**config.mk**
```make
export PLATFORM = sky130hd
export DESIGN_NAME = sprite_rom_arbiter_flat
export DESIGN_NICKNAME = d
export VERILOG_FILES = /design/src/rtl/sprite_rom_arbiter_if.sv /design/src/rtl/sprite_rom_arbiter.sv /design/src/flat_wrapper.sv
export SDC_FILE = /design/constraint.sdc
export NUM_CORES = 1
export LEC_CHECK = 0
export BUFFER_PORTS_ARGS = -buffer_cell sky130_fd_sc_hd__buf_2
export CAP_MARGIN = 20
export CORE_MARGIN = 2
export CORE_UTILIZATION = 25
export CTS_CLUSTER_DIAMETER = 30
export DETAILED_ROUTE_END_ITERATION = 8
export REMOVE_ABC_BUFFERS = 1
export SYNTH_ARGS = -nofsm -noshare
export SYNTH_HDL_FRONTEND = slang
export SYNTH_SLANG_ARGS = --single-unit
```
**constraint.sdc**
```tcl
create_clock -name clk -period 4.3 [get_ports clk]
set_clock_uncertainty 0.1 [all_clocks]
set_input_delay 0.86 -clock clk [delete_from_list [all_inputs] [get_ports clk]]
set_output_delay 0.86 -clock clk [all_outputs]
set_load 0.01 [all_outputs]
```
**src/rtl/sprite_rom_arbiter_if.sv**
```systemverilog
// sprite_rom_arbiter_if
//   Bundles the two read ports and the ROM-side signals of the sprite ROM
//   arbiter.
//   disp_*  : display renderer read port (req/addr in, gnt/rvalid/rdata out)
//   aux_*   : auxiliary reader read port (same shape as disp_*)
//   rom_*   : ROM address out, ROM data in
//   modport slave  : the arbiter's view
//   modport master : the requester / ROM side view
interface sprite_rom_arbiter_if #(
    parameter int ADDR_W = 15,
    parameter int DATA_W = 32
);
    logic              disp_req;
    logic [ADDR_W-1:0] disp_addr;
    logic              disp_gnt;
    logic              disp_rvalid;
    logic [DATA_W-1:0] disp_rdata;

    logic              aux_req;
    logic [ADDR_W-1:0] aux_addr;
    logic              aux_gnt;
    logic              aux_rvalid;
    logic [DATA_W-1:0] aux_rdata;

    logic [ADDR_W-1:0] rom_addr;
    logic [DATA_W-1:0] rom_q;

    modport slave (
        input  disp_req, disp_addr, aux_req, aux_addr, rom_q,
        output disp_gnt, disp_rvalid, disp_rdata,
        output aux_gnt, aux_rvalid, aux_rdata, rom_addr
    );

    modport master (
        output disp_req, disp_addr, aux_req, aux_addr, rom_q,
        input  disp_gnt, disp_rvalid, disp_rdata,
        input  aux_gnt, aux_rvalid, aux_rdata, rom_addr
    );
endinterface

```
**src/rtl/sprite_rom_arbiter.sv**
```systemverilog
// sprite_rom_arbiter
//   Shares a single-port sprite ROM between the display renderer (disp,
//   fixed priority) and an auxiliary reader (aux). A wait counter forces an
//   aux grant after MAX_WAIT consecutive blocked cycles. Accepted reads are
//   tracked through a tag pipeline and returned, registered, on the port
//   that issued them, in accept order.
//   clk : system clock, rising edge
//   rst : asynchronous, active-high reset
//   bus : sprite_rom_arbiter_if.slave (read ports and ROM interface)
module sprite_rom_arbiter #(
    parameter int ADDR_W   = 15,
    parameter int DATA_W   = 32,
    parameter int ROM_LAT  = 1,
    parameter int MAX_WAIT = 8
) (
    input logic                 clk,
    input logic                 rst,
    sprite_rom_arbiter_if.slave bus
);
    localparam int WAIT_W = $clog2(MAX_WAIT + 1);
    localparam logic [WAIT_W-1:0] WAIT_TOP = WAIT_W'(MAX_WAIT);

    logic [WAIT_W-1:0] wait_cnt;
    logic              force_aux;
    logic              disp_gnt;
    logic              aux_gnt;
    logic              any_gnt;
    logic [ADDR_W-1:0] last_addr;
    logic [ADDR_W-1:0] rom_addr_c;

    // Stage i holds the read accepted i+1 edges ago; the last stage lines up
    // with rom_q carrying that read's data.
    logic [ROM_LAT:0]  tag_vld;
    logic [ROM_LAT:0]  tag_aux;

    logic              disp_rvalid_q;
    logic              aux_rvalid_q;
    logic [DATA_W-1:0] disp_rdata_q;
    logic [DATA_W-1:0] aux_rdata_q;

    always_comb begin
        force_aux  = bus.aux_req && (wait_cnt == WAIT_TOP);
        disp_gnt   = bus.disp_req && !force_aux;
        aux_gnt    = bus.aux_req && (!bus.disp_req || force_aux);
        any_gnt    = disp_gnt || aux_gnt;
        rom_addr_c = last_addr;
        if (aux_gnt)
            rom_addr_c = bus.aux_addr;
        else if (disp_gnt)
            rom_addr_c = bus.disp_addr;
    end

    always_ff @(posedge clk or posedge rst) begin
        if (rst) begin
            wait_cnt      <= '0;
            last_addr     <= '0;
            tag_vld       <= '0;
            tag_aux       <= '0;
            disp_rvalid_q <= 1'b0;
            aux_rvalid_q  <= 1'b0;
            disp_rdata_q  <= '0;
            aux_rdata_q   <= '0;
        end else begin
            if (!bus.aux_req || aux_gnt)
                wait_cnt <= '0;
            else if (wait_cnt != WAIT_TOP)
                wait_cnt <= wait_cnt + WAIT_W'(1);

            if (any_gnt)
                last_addr <= rom_addr_c;

            tag_vld <= {tag_vld[ROM_LAT-1:0], any_gnt};
            tag_aux <= {tag_aux[ROM_LAT-1:0], aux_gnt};

            disp_rvalid_q <= tag_vld[ROM_LAT] && !tag_aux[ROM_LAT];
            aux_rvalid_q  <= tag_vld[ROM_LAT] &&  tag_aux[ROM_LAT];

            if (tag_vld[ROM_LAT]) begin
                if (tag_aux[ROM_LAT])
                    aux_rdata_q <= bus.rom_q;
                else
                    disp_rdata_q <= bus.rom_q;
            end
        end
    end

    // Grants are gated here only, so no state depends on rst combinationally.
    assign bus.disp_gnt    = disp_gnt && !rst;
    assign bus.aux_gnt     = aux_gnt && !rst;
    assign bus.rom_addr    = rom_addr_c;
    assign bus.disp_rvalid = disp_rvalid_q;
    assign bus.aux_rvalid  = aux_rvalid_q;
    assign bus.disp_rdata  = disp_rdata_q;
    assign bus.aux_rdata   = aux_rdata_q;
endmodule

```
**src/flat_wrapper.sv**
```systemverilog
// flat-port wrapper written by rule: the top's interface ports become plain ports
module sprite_rom_arbiter_flat 
#(
    parameter int ADDR_W   = 15,
    parameter int DATA_W   = 32,
    parameter int ROM_LAT  = 1,
    parameter int MAX_WAIT = 8
)
  (clk, rst, bus_disp_req, bus_disp_addr, bus_aux_req, bus_aux_addr, bus_rom_q, bus_disp_gnt, bus_disp_rvalid, bus_disp_rdata, bus_aux_gnt, bus_aux_rvalid, bus_aux_rdata, bus_rom_addr);
  sprite_rom_arbiter_if #(.ADDR_W(ADDR_W), .DATA_W(DATA_W)) bus_i ();
  input logic clk;
  input logic rst;
  input wire logic [$bits(bus_i.disp_req)-1:0] bus_disp_req;
  input wire logic [$bits(bus_i.disp_addr)-1:0] bus_disp_addr;
  input wire logic [$bits(bus_i.aux_req)-1:0] bus_aux_req;
  input wire logic [$bits(bus_i.aux_addr)-1:0] bus_aux_addr;
  input wire logic [$bits(bus_i.rom_q)-1:0] bus_rom_q;
  output wire logic [$bits(bus_i.disp_gnt)-1:0] bus_disp_gnt;
  output wire logic [$bits(bus_i.disp_rvalid)-1:0] bus_disp_rvalid;
  output wire logic [$bits(bus_i.disp_rdata)-1:0] bus_disp_rdata;
  output wire logic [$bits(bus_i.aux_gnt)-1:0] bus_aux_gnt;
  output wire logic [$bits(bus_i.aux_rvalid)-1:0] bus_aux_rvalid;
  output wire logic [$bits(bus_i.aux_rdata)-1:0] bus_aux_rdata;
  output wire logic [$bits(bus_i.rom_addr)-1:0] bus_rom_addr;
  assign bus_i.disp_req = bus_disp_req;
  assign bus_i.disp_addr = bus_disp_addr;
  assign bus_i.aux_req = bus_aux_req;
  assign bus_i.aux_addr = bus_aux_addr;
  assign bus_i.rom_q = bus_rom_q;
  assign bus_disp_gnt = bus_i.disp_gnt;
  assign bus_disp_rvalid = bus_i.disp_rvalid;
  assign bus_disp_rdata = bus_i.disp_rdata;
  assign bus_aux_gnt = bus_i.aux_gnt;
  assign bus_aux_rvalid = bus_i.aux_rvalid;
  assign bus_aux_rdata = bus_i.aux_rdata;
  assign bus_rom_addr = bus_i.rom_addr;
  sprite_rom_arbiter #(.ADDR_W(ADDR_W), .DATA_W(DATA_W), .ROM_LAT(ROM_LAT), .MAX_WAIT(MAX_WAIT)) u_core (.clk(clk), .rst(rst), .bus(bus_i));
endmodule
```
==> metrics.txt, run 1 <==
Slew HR=32.1%; Tot GR Track Use=10.5%; Core Rows=43; initial antenna violation count=0; DIE WIDTH=124 um; final routed DRC violation total=0; overall power=2.15 mW; final setup fails=0; routed wl met3=693 um; CP peak stage delay=470 ps; Max IR drop VDD=0.168 mV; fin crit share=78.4%; Routed Antenna Nets=0; Ys Warns=0; Final WS setup=929 ps; Hold Startpoint=u_core.tag_vld[0]$_DFF_PP0_; Final Critical Period=3370 ps; path type of the worst setup path=primary input to primary output; maximum fanout along the worst path=34; CTS Hold Bufs=0; Mapped Area=0.00362 sq mm; Yosys top cell area share=61.5%; crit path cell chain=buf_2, nand4b_4, and2_4, o21ai_1, buf_2; hpwl dp=5600 um; Hold Slack=254 ps; area of the multi-input gates=0.00128 sq mm; routed vias=2528; CP max stage cell=buf_2; met2 wire len=3470 um; largest net degree at the start of global routing=49; CP Launch Type=primary input; worst path required time=3340 ps; Reg clk slew, reported paths=60 ps; Register-to-Register Path Depth=2; routed wire length=7890 um; area delta synth->final=32.6%; mean post-synth cell area=14.4 sq um; #FFs+latches synth=89; Top Layer Used=met4; Worst Hold Class=flop to flop; Total Nets Final=464; hold path cells=0; Fillers=1402; later-pin clock latency in the skew report=330 ps; TritonRoute pass-1 iters=4; CTS tree=done; Top cell by count, worst path=buf_2; Seq. cell area=0.00223 sq mm; I/O pins=149; Post-Syn Instances=251; setup bufs post-CTS=0; Fmax=297 MHz; Avg WL per Cell=13.6 um; Starting Density=25.8%; endpoints failing hold=0; pre-CTS setup slack=914 ps; Core Footprint=0.0140 sq mm; vias in the first global route=2603; Worst EP arrival=2410 ps; Initial DRC Count=73; GPL Wtd Cong=0.766; max-cap viol count=0; Yosys top cell by area=dfrtp_1; diodes inserted=0; max-slew violations=0; final setup TNS=0 ps; # H-tree levels=3; P_leak=2.34 nW; vias per inst=4.36; post-cts sizing count=0; GRT overflow=0; Port-buffer cells=148; Die ar.=0.0155 sq mm; Cell variety after synth=22; # clock sinks=89; Setup crit start=bus_aux_req; worst r2r src=u_core.tag_aux[1]$_DFF_PP0_; first-pass GRT wire length=13100 um; PD cells=447 mW/mm^2; M1 WL=3580 um; clock root buffer=clkbuf_16; Area contributors post-synth=dfrtp_1 61%, mux2_2 20%, mux2i_1 4.1%; Least-Margin Pin Slew=1020 ps; post-synthesis sequential area ratio=61.5%; die span in y=124 um; CTS max path bufs=2; TritonCTS Buffers=9; type of destination of the critical path=primary output; status=complete, no violations; RSZ-0062 raised after global routing=no; layout cell share with drive strength beyond 1=61.0%
[flip-flops by register name, summed over array words and instances, names as in the netlist]
register,count
u_core.wait_cnt,4
u_core.bus.aux_rdata,32
u_core.bus.disp_rdata,32
u_core.bus.disp_rvalid,1
u_core.bus.aux_rvalid,1
u_core.tag_aux,2
u_core.last_addr,15
u_core.tag_vld,2
[layout by cell type, fill, tap and decap left out]
master,n
xnor2_1,1
inv_1,3
buf_4,2
bufinv_16,1
and2_4,1
mux2_2,64
buf_2,148
nand2_1,1
nand3_1,16
o21ai_1,20
and3_1,5
ha_1,2
or2_2,1
nand4b_4,1
nor2b_4,1
clkinv_2,3
clkbuf_1,1
nand2_2,1
and2_1,1
clkbuf_16,9
dfrtp_1,89
nor2_1,1
xor2_1,1
o21ai_2,10
mux2i_1,15
clkbuf_8,2
[through the flow]
stage                     instance area [sq um]  cells  util, %
after floorplan                            3520    235        -
after global placement                     4510    565     32.1
after detailed placement                   4510    565     32.1
after CTS                                  4810    580     34.2
after global routing                       4810    580     34.2
final                                      4810    580     34.2
[logic make-up after synthesis]
group	synth area share (%)
XOR/XNOR	0.484
adder cells (fa/ha/maj)	0.690
AND/OR/NAND/NOR	4.80
AO/OA/AOI/OAI	5.18
buffers and inverters	3.35
multiplexers	24.0
flip-flops	61.5
[Yosys cell counts]
cell type and instances:
o21ai_2 10, and2_4 1, dfrtp_1 89, xnor2_1 1, xor2_1 1, buf_6 3
or2_2 1, and2_1 1, mux2_2 64, o21ai_1 20, inv_1 4, buf_4 4
clkbuf_1 2, mux2i_1 15, nand3_1 16, nor2b_1 1, and3_1 5, ha_1 2
nor2_1 1, nand4b_4 1, buf_2 7, nand2_1 2
[final cells by class]
cell class	count	share of cell area, %
Clock buffer	12	5.34
Clock inverter	3	0.833
Inverter	4	0.338
Multi-Input combinational cell	142	26.7
Sequential cell	89	46.3
Tap cell	180	4.69
Timing Repair Buffer	150	15.7
[worst max-delay path, delay by kind of cell]
kind,cells,cell delay [ps]
AO/OA/AOI/OAI,1,200
buffers and inverters,2,630
AND/OR/NAND/NOR,2,700
[routing by layer]
| layer | global-route usage (%) | vias to the layer above |
|---|---|---|
| li1 | - | 1174 |
| met1 | 13.7 | 1228 |
| met2 | 15.5 | 115 |
| met3 | 3.87 | 11 |
| met4 | 5.16 | 0 |
| met5 | 0 | - |
[worst paths after layout]
kind / to / slack [ps]
worst max-delay path: bus_rom_addr[4] / 930
min in group asynchronous: u_core.last_addr[2]$_DFFE_PP0P_ / 570
worst min register to register: u_core.tag_vld[1]$_DFF_PP0_ / 250
worst max register to register: u_core.bus.disp_rdata[0]$_DFFE_PP0P_ / 2430
worst min-delay path: u_core.tag_vld[1]$_DFF_PP0_ / 250
max in group asynchronous: u_core.bus.disp_rdata[12]$_DFFE_PP0P_ / 2530
[power by group]
group / internal, mW / switching (mW) / total, mW
Clock: 0.477 / 0.299 / 0.775
Sequential: 0.943 / 0.0477 / 0.991
Combinational: 0.189 / 0.192 / 0.381
Power figures use the tool's default switching activity.
==> run 2, diff against run 1 <==
- clock period: 4.3 -> 2.9 ns (I/O delays scaled with it)
==> metrics.txt, run 2 (synthesis results as in run 1) <==
status=complete, no violations; Fillers=1416 (+1.0%); Tot GR Track Use=10.1% (-0.40 points); Fmax=375 MHz; TritonCTS Buffers=9 (unchanged); GRT overflow=0 (unchanged); final setup TNS=0 ps (unchanged); Seq. cell area=0.00223 sq mm (unchanged); CTS max path bufs=2 (unchanged); Max IR drop VDD=0.217 mV (+29%); Worst EP arrival=1990 ps (-420 ps); path type of the worst setup path=flop to primary output; Register-to-Register Path Depth=3 (+1); CP max stage cell=dfrtp_1; hpwl dp=5500 um (-1.8%); crit path cell chain=inv_1, ha_1, nand4b_4, and2_4, o21ai_1, buf_2; Routed Antenna Nets=0 (unchanged); fin cells=581 (+0.17%); Clock power frac=34.8% (-1.3 points); Least-Margin Pin Slew=849 ps (-167 ps); first-pass GRT wire length=12700 um (-3.6%); max-slew violations=0 (unchanged); largest net degree at the start of global routing=90 (+84%); CTS Hold Bufs=0 (unchanged); GPL Wtd Cong=0.781 (+2.0%); PD cells=648 mW/mm^2 (+45%); TritonRoute pass-1 iters=4 (unchanged); Reg clk slew, reported paths=60 ps (about the same); max-cap viol count=0 (unchanged); leading cell type in the layout, fill and taps excluded=buf_2; Internal=2.34 mW (+45%); Starting Density=25.8% (unchanged); endpoints failing hold=0 (unchanged); Net Sw Frac=25.1% (+0.078 points); post-cts sizing count=0 (unchanged); RSZ-0062 raised after global routing=no; routed vias=2494 (-1.3%); layout cell share with drive strength beyond 1=60.6% (-0.40 points); Core Rows=43 (unchanged); P_sw=0.786 mW (+46%); diodes inserted=0 (unchanged); Final Critical Period=2670 ps; type of destination of the critical path=primary output; Avg WL per Cell=13.3 um (-2.1%); Final WS setup=232 ps (-697 ps); final routed DRC violation total=0 (unchanged); fin crit share=92.0%; Total Nets Final=467 (+0.65%); worst path required time=2220 ps (-1120 ps); initial antenna violation count=0 (unchanged); CP peak stage delay=390 ps (-80 ps); area of all placed cells without fillers=0.00482 sq mm (+0.26%); clock root buffer=clkbuf_16; placed cells=567 (+0.35%); vias per inst=4.29 (-1.5%); pre-CTS setup slack=514 ps (-399 ps); setup bufs post-CTS=0 (unchanged); Worst Hold Class=flop to flop; most frequent cells in the layout=148 x buf_2, 89 x dfrtp_1, 64 x mux2_2; final setup fails=0 (unchanged); CP Launch Type=flop; Combinational Power Share=18.2% (+0.5 points); area of the multi-input gates=0.00128 sq mm (unchanged); die span in y=124 um (unchanged); Port-buffer cells=148 (unchanged); hold path cells=0 (unchanged); Reg power frac=47.0% (+0.8 points); Core Footprint=0.0140 sq mm (unchanged); area delta synth->final=33.0%; P_leak=2.35 nW (+0.10%); DIE WIDTH=124 um (unchanged); I/O pins=149 (unchanged); # H-tree levels=3 (unchanged); # clock sinks=89 (unchanged); later-pin clock latency in the skew report=330 ps (about the same); maximum fanout along the worst path=34 (unchanged); CTS tree=done; Die ar.=0.0155 sq mm (unchanged); routed wire length=7740 um (-2.0%); Initial DRC Count=60 (-18%); Slew HR=43.2% (+11 points); placed inst area=0.00452 sq mm (+0.33%); overall power=3.12 mW (+46%); vias in the first global route=2551 (-2.0%)
run 2: changes by cell type in the layout (fill, tap and decap cells not counted), sizes merged:
cell    delta
buf        +3
clkinv     -2
run 2: power groups by stage:
stage	Sequential, mW	Clock [mW]	Combinational (mW)
final	1.47	1.09	0.569
after detailed placement	1.49	0	0.577
after CTS	1.47	1.14	0.577
after global placement	1.48	0	0.571
after floorplan	1.55	0	0.243
after global routing	1.49	1.18	0.621
run 2: path summary, 6_finish.rpt:
| check | start | to | slack (ps) |
|---|---|---|---|
| setup reg to reg | u_core.tag_aux[1]$_DFF_PP0_ | u_core.bus.disp_rdata[25]$_DFFE_PP0P_ | 1090 |
| hold / removal | u_core.tag_aux[0]$_DFF_PP0_ | u_core.tag_aux[1]$_DFF_PP0_ | 250 |
| max in group asynchronous | rst | u_core.bus.disp_rdata[8]$_DFFE_PP0P_ | 1800 |
| hold reg to reg | u_core.tag_aux[0]$_DFF_PP0_ | u_core.tag_aux[1]$_DFF_PP0_ | 250 |
| min in group asynchronous | rst | u_core.last_addr[3]$_DFFE_PP0P_ | 270 |
| setup / recovery | u_core.wait_cnt[0]$_DFFE_PP0P_ | bus_rom_addr[4] | 230 |
run 2: per-stage QoR:
step / hold slack (ps) / util, %
2_1_floorplan: 231 / -
3_3_place_gp: 235 / 32.2
3_5_place_dp: 239 / 32.2
4_1_cts: 256 / 34.1
5_1_grt: 254 / 34.3
6_report: 249 / 34.3
run 2: area by class of cell:
| cell class | count | share of cell area (%) |
|---|---|---|
| Sequential cell | 89 | 46.2 |
| Multi-Input combinational cell | 142 | 26.7 |
| Timing Repair Buffer | 153 | 16.6 |
| Clock buffer | 12 | 4.91 |
| Tap cell | 180 | 4.67 |
| Clock inverter | 1 | 0.623 |
| Inverter | 4 | 0.338 |
run 2: per-layer routing:
| layer | up-vias | share of wire [%] | GRT usage, % |
|---|---|---|---|
| met4 | 0 | 1.8 | 5.55 |
| met1 | 1200 | 47 | 13.4 |
| met5 | - | 0 | 0 |
| met3 | 10 | 7.8 | 3.48 |
| li1 | 1176 | - | - |
| met2 | 108 | 44 | 14.5 |
run 2: worst max-delay path: cells and delay by family, from the launching register on:
family / cells / cell delay (ps)
and+or+nand+nor: 2 / 620
DFF: 1 / 390
buffers and inverters: 2 / 240
AOI/OAI and AO/OA: 1 / 210
adders and majority gates: 1 / 200
==> run 3, diff against run 2 <==
- CTS_BUF_LIST: not set -> sky130_fd_sc_hd__clkbuf_4 sky130_fd_sc_hd__clkbuf_8
==> metrics.txt, run 3 (synthesis results as in run 1) <==
status=complete, no violations; max-slew violations=0 (unchanged); Net Sw Frac=26.4% (+1.3 points); setup bufs post-CTS=0 (unchanged); maximum fanout along the worst path=34 (unchanged); TritonRoute pass-1 iters=4 (unchanged); Hold Slack=231 ps (-18.1 ps); Initial DRC Count=81 (+35%); Fmax=372 MHz (-0.67%); P_leak=2.31 nW (-1.5%); RSZ-0062 raised after global routing=no; CTS max path bufs=2 (unchanged); first-pass GRT wire length=12600 um (-0.87%); final routed DRC violation total=0 (unchanged); die span in y=124 um (unchanged); Die ar.=0.0155 sq mm (unchanged); leading cell type in the layout, fill and taps excluded=buf_2; Reg power frac=51.5% (+4.5 points); post-cts sizing count=0 (unchanged); most frequent cells in the layout=148 x buf_2, 89 x dfrtp_1, 64 x mux2_2; TritonCTS Buffers=9 (unchanged); Max IR drop VDD=0.168 mV (-23%); type of destination of the critical path=primary output; Util after Layout=33.7% (-0.64 points); Port-buffer cells=148 (unchanged); Clock power frac=28.6% (-6.2 points); vias per inst=4.27 (-0.48%); Internal=2.10 mW (-10%); PD cells=603 mW/mm^2 (-7.1%); initial antenna violation count=0 (unchanged); Final WS setup=213 ps (-18.1 ps); Avg WL per Cell=13.3 um (-0.16%); routed wire length=7730 um (-0.16%); hpwl dp=5500 um (unchanged); CP Launch Type=flop; vias in the first global route=2538 (-0.51%); fin cells=581 (unchanged); area delta synth->final=30.5%; clock root buffer=clkbuf_8; I/O pins=149 (unchanged); Combinational Power Share=20.0% (+1.8 points); endpoints failing hold=0 (unchanged); CTS tree=done; GRT overflow=0 (unchanged); Tot GR Track Use=10.1% (-0.066 points); pre-CTS setup slack=514 ps (unchanged); Reg clk slew, reported paths=80 ps (+20 ps); largest net degree at the start of global routing=90 (unchanged); CTS Hold Bufs=0 (unchanged); later-pin clock latency in the skew report=350 ps (+20 ps); Slew HR=43.0% (-0.19 points); max-cap viol count=0 (unchanged); path type of the worst setup path=flop to primary output; Worst EP arrival=2010 ps (+20 ps); Core Rows=43 (unchanged); Register-to-Register Path Depth=3 (unchanged); Routed Antenna Nets=0 (unchanged); Core Footprint=0.0140 sq mm (unchanged); # H-tree levels=3 (unchanged); Final Critical Period=2690 ps (+18.1 ps); placed cells=567 (unchanged); Worst Hold Class=primary input to asynchronous set/reset pin; GPL Wtd Cong=0.781 (unchanged); fin crit share=92.6% (+0.62 points); DIE WIDTH=124 um (unchanged); routed vias=2482 (-0.48%); Starting Density=25.8% (unchanged); layout cell share with drive strength beyond 1=61.3% (+0.75 points); worst path required time=2220 ps (about the same); final setup fails=0 (unchanged); Least-Margin Pin Slew=852 ps (+2.91 ps); Total Nets Final=467 (unchanged); # clock sinks=89 (unchanged); diodes inserted=0 (unchanged); P_sw=0.753 mW (-4.2%)
[run 3: cell types whose count changed in the layout (fill, tap and decap cells not counted)]
cell and change:
clkbuf_8 +9, clkbuf_1 -3, clkbuf_16 -9, clkbuf_4 +3
[run 3: final timing paths]
kind,to,startpoint,slack [ps]
max in group asynchronous,u_core.bus.disp_rdata[8]$_DFFE_PP0P_,rst,1830
setup / recovery,bus_rom_addr[4],u_core.wait_cnt[0]$_DFFE_PP0P_,210
min in group clk,u_core.tag_aux[1]$_DFF_PP0_,u_core.tag_aux[0]$_DFF_PP0_,250
setup reg to reg,u_core.bus.disp_rdata[25]$_DFFE_PP0P_,u_core.tag_aux[1]$_DFF_PP0_,1090
hold / removal,u_core.wait_cnt[0]$_DFFE_PP0P_,rst,230
hold reg to reg,u_core.tag_aux[1]$_DFF_PP0_,u_core.tag_aux[0]$_DFF_PP0_,250
[run 3: area by class of cell]
| class | count | area, sq um |
|---|---|---|
| clock inverters | 1 | 30.0 |
| clock buffers | 12 | 146 |
| fillers | 1430 | 9310 |
| flip-flops and latches | 89 | 2230 |
| repair buffers | 153 | 798 |
| well taps | 180 | 225 |
| inverters | 4 | 16.3 |
| multi-input cells | 142 | 1280 |
[run 3: power groups by stage]
stage,Clock (mW),Sequential [mW],Combinational (mW)
global placement,0,1.48,0.571
finish,0.814,1.47,0.568
global route,0.906,1.49,0.622
detailed placement,0,1.49,0.577
floorplan,0,1.55,0.243
CTS,0.861,1.47,0.577
[run 3: worst max-delay path: stages (launching register included)]
cell	delay [ps]
dfrtp_1	400
inv_1	80
ha_1	190
nand4b_4	250
and2_4	370
o21ai_1	200
buf_2	160
[run 3: per-layer routing]
layer,GRT usage (%),vias to the layer above,routed length [um]
li1,-,1174,-
met1,13.3,1189,3640
met2,14.5,109,3330
met3,3.48,10,594
met4,5.35,0,153
met5,0,-,0
[run 3: per-stage QoR]
| step | area, sq um | total power [mW] | TNS [ps] |
|---|---|---|---|
| 6_report | 4730 | 2.85 | 0 |
| 5_1_grt | 4730 | 3.01 | 0 |
| 4_1_cts | 4700 | 2.91 | 0 |
| 3_5_place_dp | 4520 | 2.07 | 0 |
| 3_3_place_gp | 4520 | 2.06 | 0 |
| 2_1_floorplan | 3520 | 1.80 | -9460 |
